--- src/rtl/audio_capture_writer.sv ---
// I2S ADC capture into on-chip memory: one {left,right} 32-bit word per stereo frame, one-shot or ring.
// Optional peak-level tracker enabled with `define AUDIO_PEAK_EN.
//
// state     | meaning
// S_IDLE    | waiting for start
// S_SYNC    | armed, waiting for LRCK high->low (start of a left channel)
// S_CAPTURE | writing each completed frame to memory
// S_DONE    | one-shot buffer full; done pulses for this cycle
module audio_capture_writer #(
    parameter int SAMPLE_BITS = 16,
    parameter int ADDR_W      = 17,
    parameter int BASE_ADDR   = 0,
    parameter int BUF_WORDS   = 1024
) (
    input  logic              clk_clk,
    input  logic              reset_reset,
    input  logic              audio_ADCDAT,
    input  logic              audio_ADCLRCK,
    input  logic              audio_BCLK,
    input  logic              start,
    input  logic              continuous,
    input  logic              stop,
    output logic              busy,
    output logic              done,
    output logic [ADDR_W-1:0] wr_ptr,
    output logic [ADDR_W-1:0] mem_address,
    output logic              mem_chipselect,
    output logic              mem_clken,
    output logic              mem_write,
    output logic [31:0]       mem_writedata,
    output logic [3:0]        mem_byteenable
`ifdef AUDIO_PEAK_EN
    ,
    output logic [15:0]       peak_level
`endif
);

    typedef enum logic [1:0] {S_IDLE, S_SYNC, S_CAPTURE, S_DONE} state_t;

    localparam logic [ADDR_W-1:0] LAST_PTR = ADDR_W'(BUF_WORDS - 1);
    localparam logic [ADDR_W-1:0] BASE     = ADDR_W'(BASE_ADDR);
    localparam logic [4:0]        NBITS    = 5'(SAMPLE_BITS);

    state_t            state_q, state_d;
    logic [1:0]        dat_s_q, lrck_s_q;
    logic [2:0]        bclk_s_q;
    logic              lrck_prev_q, lrck_prev_d;
    logic [4:0]        bit_cnt_q, bit_cnt_d;
    logic [15:0]       left_q, left_d, right_q, right_d;
    logic              left_done_q, left_done_d;
    logic              ring_q, ring_d;
    logic [ADDR_W-1:0] wr_ptr_q, wr_ptr_d;
    logic [ADDR_W-1:0] addr_q;
    logic [31:0]       wdata_q;
    logic              write_q, write_d;
    logic              bclk_rise, lrck, sdat, lrck_fall, word_ready, start_acc;
    logic [3:0]        bit_idx;

    always_comb begin
        bclk_rise   = bclk_s_q[1] & ~bclk_s_q[2];
        lrck        = lrck_s_q[1];
        sdat        = dat_s_q[1];
        lrck_fall   = bclk_rise & lrck_prev_q & ~lrck;
        bit_idx     = 4'(5'd15 - bit_cnt_q);
        lrck_prev_d = lrck_prev_q;
        bit_cnt_d   = bit_cnt_q;
        left_d      = left_q;
        right_d     = right_q;
        left_done_d = left_done_q;
        word_ready  = 1'b0;
        if (bclk_rise) begin
            if (lrck != lrck_prev_q) begin
                // first bit after an LRCK change is the I2S one-bit delay slot
                lrck_prev_d = lrck;
                bit_cnt_d   = '0;
                if (lrck) begin
                    right_d = '0;
                end else begin
                    left_d      = '0;
                    left_done_d = 1'b0;
                end
            end else if (bit_cnt_q < NBITS) begin
                bit_cnt_d = bit_cnt_q + 5'd1;
                if (lrck) begin
                    right_d[bit_idx] = sdat;
                    if (bit_cnt_q == NBITS - 5'd1 && left_done_q) begin
                        word_ready  = 1'b1;
                        left_done_d = 1'b0;
                    end
                end else begin
                    left_d[bit_idx] = sdat;
                    if (bit_cnt_q == NBITS - 5'd1) left_done_d = 1'b1;
                end
            end
        end
    end

    always_comb begin
        start_acc = (state_q == S_IDLE || state_q == S_DONE) && start && !stop;
        write_d   = word_ready && (state_q == S_CAPTURE) && !stop;
        ring_d    = start_acc ? continuous : ring_q;
        wr_ptr_d  = wr_ptr_q;
        if (start_acc)
            wr_ptr_d = '0;
        else if (write_q)
            wr_ptr_d = (wr_ptr_q == LAST_PTR) ? '0 : wr_ptr_q + 1'b1;
    end

    // FSM: state register
    always_ff @(posedge clk_clk) begin
        if (reset_reset) state_q <= S_IDLE;
        else             state_q <= state_d;
    end

    // FSM: next state
    always_comb begin
        state_d = state_q;
        case (state_q)
            S_IDLE, S_DONE: state_d = start_acc ? S_SYNC : S_IDLE;
            S_SYNC: begin
                if (stop)           state_d = S_IDLE;
                else if (lrck_fall) state_d = S_CAPTURE;
            end
            S_CAPTURE: begin
                if (stop)                                            state_d = S_IDLE;
                else if (write_q && wr_ptr_q == LAST_PTR && !ring_q) state_d = S_DONE;
            end
            default: state_d = S_IDLE;
        endcase
    end

    // FSM: outputs
    always_comb begin
        busy = (state_q == S_SYNC) || (state_q == S_CAPTURE);
        done = (state_q == S_DONE);
    end

    always_ff @(posedge clk_clk) begin
        if (reset_reset) begin
            dat_s_q     <= '0;
            lrck_s_q    <= '0;
            bclk_s_q    <= '0;
            lrck_prev_q <= 1'b0;
            bit_cnt_q   <= '0;
            left_q      <= '0;
            right_q     <= '0;
            left_done_q <= 1'b0;
            ring_q      <= 1'b0;
            wr_ptr_q    <= '0;
            addr_q      <= '0;
            wdata_q     <= '0;
            write_q     <= 1'b0;
        end else begin
            dat_s_q     <= {dat_s_q[0], audio_ADCDAT};
            lrck_s_q    <= {lrck_s_q[0], audio_ADCLRCK};
            bclk_s_q    <= {bclk_s_q[1:0], audio_BCLK};
            lrck_prev_q <= lrck_prev_d;
            bit_cnt_q   <= bit_cnt_d;
            left_q      <= left_d;
            right_q     <= right_d;
            left_done_q <= left_done_d;
            ring_q      <= ring_d;
            wr_ptr_q    <= wr_ptr_d;
            write_q     <= write_d;
            if (write_d) begin
                addr_q  <= BASE + wr_ptr_q;
                wdata_q <= {left_q, right_d};
            end
        end
    end

    assign wr_ptr         = wr_ptr_q;
    assign mem_address    = addr_q;
    assign mem_writedata  = wdata_q;
    assign mem_chipselect = write_q;
    assign mem_clken      = write_q;
    assign mem_write      = write_q;
    assign mem_byteenable = {4{write_q}};

`ifdef AUDIO_PEAK_EN
    logic [15:0] peak_q, peak_d, abs_l, abs_r;

    function automatic logic [15:0] abs16(input logic [15:0] x);
        if (x == 16'h8000) return 16'h7FFF;
        else if (x[15])    return 16'(~x + 16'd1);
        else               return x;
    endfunction

    always_comb begin
        abs_l  = abs16(wdata_q[31:16]);
        abs_r  = abs16(wdata_q[15:0]);
        peak_d = peak_q;
        if (start_acc) begin
            peak_d = '0;
        end else if (write_q) begin
            if (abs_l > peak_d) peak_d = abs_l;
            if (abs_r > peak_d) peak_d = abs_r;
        end
    end

    always_ff @(posedge clk_clk) begin
        if (reset_reset) peak_q <= '0;
        else             peak_q <= peak_d;
    end

    assign peak_level = peak_q;
`endif

endmodule
--- config.mk ---
export PLATFORM = sky130hd
export DESIGN_NAME = audio_capture_writer
export DESIGN_NICKNAME = d
export VERILOG_FILES = /design/src/rtl/audio_capture_writer.sv
export SDC_FILE = /design/constraint.sdc
export NUM_CORES = 1
export LEC_CHECK = 0
export CORE_MARGIN = 1
export CORE_UTILIZATION = 57
export DETAILED_ROUTE_END_ITERATION = 6
export GPL_ROUTABILITY_DRIVEN = 0
export PLACE_DENSITY = 0.95
export SYNTH_ARGS = -nofsm -noshare
export SYNTH_HDL_FRONTEND = slang
export SYNTH_SLANG_ARGS = --single-unit
--- constraint.sdc ---
create_clock -name clk_clk -period 5.4 [get_ports clk_clk]
set_clock_uncertainty 0.1 [all_clocks]
set_input_delay 0.54 -clock clk_clk [delete_from_list [all_inputs] [get_ports clk_clk]]
set_output_delay 0.54 -clock clk_clk [all_outputs]
set_load 0.01 [all_outputs]
# Yosys cells after proc, flatten, opt, wreduce, memory -nomap -nowiden
# Cells that the tools add are included.
word_totals:
  ff_bits: 116
  latchBits: 0
  ramBits: 0
  mem_bits_ro: 0
  inputBits: 8
  output_inout_bits: 75
  elab_cells: 91
  memories: 0
op_classes:
  addsub: 3
  mul: 0
  n_div: 0
  magnitude_cmp: 3
  n_eq_ne: 11
  n_shift: 0
  mux: 33
  n_bitwise: 5
  reduce_logical: 22
ops:
  columns: ["cell", "count"]
  rows:
  - ["$mux 16", 9]
  - ["$bwmux 16", 2]
  - ["$add 17x1->17 const B", 1]
  - ["$eq 17x10->1 const B", 1]
  - ["$mux 17", 1]
  - ["$mux 1", 13]
  - ["$mux 5", 2]
  - ["$logic_and 1x1->1", 8]
  - ["$mux 2", 4]
  - ["$ne 3x2->1 const B", 2]
  - ["$pmux 2 s3", 1]
  - ["$reduce_and 2->1", 3]
  - ["$add 5x1->5 const B", 1]
  - ["$eq 5x4->1 const B", 1]
  - ["$lt 4x5->1 const B", 1]
  - ["$lt 5x5->1 const B", 1]
  - ["$reduce_and 5->1", 1]
  - ["$demux 1 s4", 1]
  - ["$eq 2x2->1 const B", 2]
  - ["$ge 4x1->1 const B", 1]
  - ["$ne 2x2->1 const B", 2]
  - ["$reduce_and 4->1", 1]
  - ["$reduce_or 2->1", 2]
  - ["$sub 4x4->4 const A", 1]
  - ["other kinds (10)", 15]

# Longest topological paths before layout
depth:
  ltp_word: 10
  mapped_depth: 10

# Least setup slack after synthesis
# OpenSTA, ideal clock, no wires.
synth_timing:
  kind: "reg2reg"
  start: "reg lrck_s_q[1]"
  end: "reg wdata_q[13] (netlist: mem_writedata[13])"
  setup_ns: 0.079
  arrival_time_ns: 2.013
  path_slack_ns: 3.207
  path_stages_with_launch: 10
  synth_period_minus_slack_ns: 2.193
  path_cell_list: "dfxtp_1 -> inv_1 -> ha_1 -> buf_2 -> nor4b_4 -> and4_1 -> buf_4 -> buf_4 -> nor2_1 -> a211oi_2"
synth_via:
  elab_chain_len: 6
  word_cells_on_any_way: 12
synth_lines:
  columns: ["item", "line_no", "text"]
  rows:
  - ["from (decl)", "45", "logic [1:0] dat_s_q, lrck_s_q;"]
  - ["from (signal assigned)", "155", "lrck_s_q <= {lrck_s_q[0], audio_ADCLRCK};"]
  - ["$mux 1", "84", "if (lrck) begin"]
  - ["$mux 1", "82", "end else if (bit_cnt_q < NBITS) begin"]
  - ["$mux 1", "72", "if (lrck != lrck_prev_q) begin"]
  - ["$mux 1", "71", "if (bclk_rise) begin"]
  - ["$logic_and 1x1->1 (2 in a row)", "100", "write_d = word_ready && (state_q == S_CAPTURE) && !stop;"]
  - ["to (signal assigned)", "167", "wdata_q <= {left_q, right_d};"]
  - ["to (decl)", "54", "logic [31:0] wdata_q;"]
# Several ways; a longest one is shown, not always the timed one.
# A chain may end at the register's enable or synchronous reset.

# Worst setup path in the final report
layout_timing:
  start: "reg lrck_s_q[1]"
  end: "reg wdata_q[0] (netlist: mem_writedata[0])"
# Same word-level chain as after synthesis.

==> run metrics <==
setup slack after layout=1.963 ns; Synth Warn #=0; CTS Sinks=116; Hold Buf Count CTS=0; fin crit share=0.6366; routed wl met3=968 um; mapped cell area=0.004920 mm^2; antenna cells=0; Netlist cell types=48; Max-cap violations=0; met2 WL post-DR=6.304 mm; leak pwr=2.112 nW; cell with the most instances after synthesis=dfxtp_1; Final ANT Viol Nets=0; VDD IR max=283.5 uV; wl on met1=4.990 mm; flops & latches, synth=116; nets@finish=653; top layer in use=met4; sw frac=0.2136; HPWL after DPL=7.545 mm; Critical Path AT=3.76 ns; minimum clock period=3.437 ns; setup_tns=0 ns; number of antenna violations at the first check in global routing=0; clock root cell=clkbuf_8; Sw Pwr=0.4500 mW; clk buf depth=2; final slew viol count=0; status=finished clean; Max-slew headroom=0.1866; # rows=33; CTS H-Tree Depth=4; sequential power share=0.410; Vias=4553; PD cells=334.9 mW/mm^2; layout cells sized above 1=0.06801; Hold Crit Class=flop to flop; critical path startpoint=lrck_s_q[1]; chip height=94.91 um; Pint=1.656 mW; Hold Slack=0.3388 ns; crit path launch type=flop; largest net degree at the start of global routing=66; Syn Nets=596; setup bufs post-CTS=0; worst endpoint required time=5.72 ns; number of global-route vias before repair=4334; first-pass GRT wire length=21.09 mm; vias per cell=6.055; combinational power share=0.024; Num CTS Buffers=17; maximum net fanout on the critical path=65; internal reg-to-reg setup slack=1.96 ns; clock-pin slew on the worst setup and hold paths=0.06 ns; CP Capture Type=flop; Async SR Flop Fraction=0; final setup vio count=0; Syn Inst Count=577; drt drc=0; gr ovfl total=0; post-placement setup slack=2.142 ns; Clk pwr share=0.567; starting density of the core=0.5928; utilization after layout=0.7579; Post-synth top cells=dfxtp_1 (116), nand2_1 (90), nor2_1 (70); die area=0.009007 mm^2; Worst R2R Start=lrck_s_q[1]; Fmax achieved=290.9 MHz; Total Routed Length=12.86 mm; Syn-to-layout area delta=27.85%; Most used DFF post-synth=dfxtp_1; total power=2.106 mW; Slew @ Worst Pin=1.220 ns; number of flops mapped to enable cells by yosys=0; I/O Buffers=82; post-CTS sizing=0; total track usage=0.3052; CTS tree=yes; post-synth top area share=0.4720; core area=0.008299 mm^2; RSZ-0062 raised after global routing=no; WL/cell=17.10 um; Synth area leader=dfxtp_1; DRT Pass-1 Iters=5; reg2reg end=mem_writedata[0]; I/O pin cnt=83; worst skew pair latency=0.52 ns; Die W=94.91 um; crit path capture=mem_writedata[0]; dominant cells by area after synthesis=dfxtp_1 (47%), nand2_1 (6.9%), a21oi_1 (5.9%); Avg Cell Area, Syn=8.526 um^2; Seq/Total Area, Yosys=0.4720; Hold Vio Cnt, Final=0; reg2reg path depth=7; Detailed Route Iter0 Violations=519; kind of critical path=flop to flop
## kinds of logic after synthesis
kind of cell / count (synthesis) / share of synthesized area
flops: 116 / 0.4720
buf+inv: 57 / 0.05620
compound gates: 138 / 0.1717
simple gates: 238 / 0.2406
mux: 4 / 0.008393
xor+xnor: 13 / 0.02314
fa+ha+maj: 11 / 0.02798
## cell usage in the layout (no fill, tap or decap), types with 3 or more instances in the layout
cell type / count
a211oi_1: 18
a21oi_1: 58
a22oi_1: 17
and3_1: 5
and3b_1: 9
buf_4: 3
bufinv_16: 4
clkbuf_16: 16
clkbuf_8: 3
clkdlybuf4s50_1: 81
clkinv_4: 4
dfxtp_1: 116
ha_1: 11
inv_1: 10
inv_6: 3
mux2i_1: 3
nand2_1: 90
nand2b_1: 7
nand3_1: 4
nand4_1: 10
nor2_1: 70
nor2b_1: 11
nor3_1: 5
nor3b_1: 4
nor4_1: 3
o211ai_1: 17
o21ai_0: 18
or4_1: 3
xnor2_1: 5
xor2_1: 8
## power by group through the flow
| stage | Sequential (mW) | Combinational, mW | Clock (mW) |
|---|---|---|---|
| 3_3_place_gp | 0.881 | 0.0455 | 0 |
| 5_1_grt | 0.863 | 0.0544 | 1.24 |
| 6_report | 0.863 | 0.0498 | 1.19 |
| 3_5_place_dp | 0.881 | 0.0476 | 0 |
| 2_1_floorplan | 0.880 | 0.0349 | 0 |
| 4_1_cts | 0.862 | 0.0488 | 1.20 |
## area by class of cell
type | count | area [um^2]
clock buffer | 19 | 441.7
clock inverter | 13 | 196.4
fill | 506 | 2009
inverter | 10 | 37.54
multi-input combinational | 404 | 2322
sequential | 116 | 2322
tap | 105 | 131.4
timing repair buffer | 85 | 838.3
## sequential cells by signal, indices dropped and copies added, names as in the netlist, 2 cells and up
signal / cells
lrck_s_q: 2
dat_s_q: 2
mem_address: 17
state_q: 2
right_q: 16
left_q: 16
wr_ptr: 17
bit_cnt_q: 5
bclk_s_q: 3
mem_writedata: 32
## worst max-delay path, stage by stage (launching register included)
cell	delay, ns
dfxtp_1	0.46
inv_1	0.18
ha_1	0.34
buf_4	0.27
nor4b_4	0.42
and4_2	1.11
nor2_1	0.13
a211oi_1	0.31
## through the flow
step | cell area, um^2 | std cells
floorplan | 4920 | 577
global placement | 5652 | 720
detailed placement | 5652 | 720
CTS | 6290 | 752
global route | 6290 | 752
finish | 6290 | 752
## worst min path at each step
stage | from | depth (start not counted) | to
2_1_floorplan | bclk_s_q[0] | 1 | bclk_s_q[1]
5_1_grt | dat_s_q[0] | 1 | dat_s_q[1]
4_1_cts | bclk_s_q[0] | 1 | bclk_s_q[1]
6_report | bclk_s_q[0] | 1 | bclk_s_q[1]
3_3_place_gp | dat_s_q[0] | 1 | dat_s_q[1]
3_5_place_dp | bclk_s_q[0] | 1 | bclk_s_q[1]
## metal layers
metal	global-route usage	vias up
met2	0.4964	247
li1	-	2109
met3	0.07568	72
met4	0.1818	0
met5	0	-
met1	0.3633	2125
No activity file was read; power rests on OpenSTA's default activity.
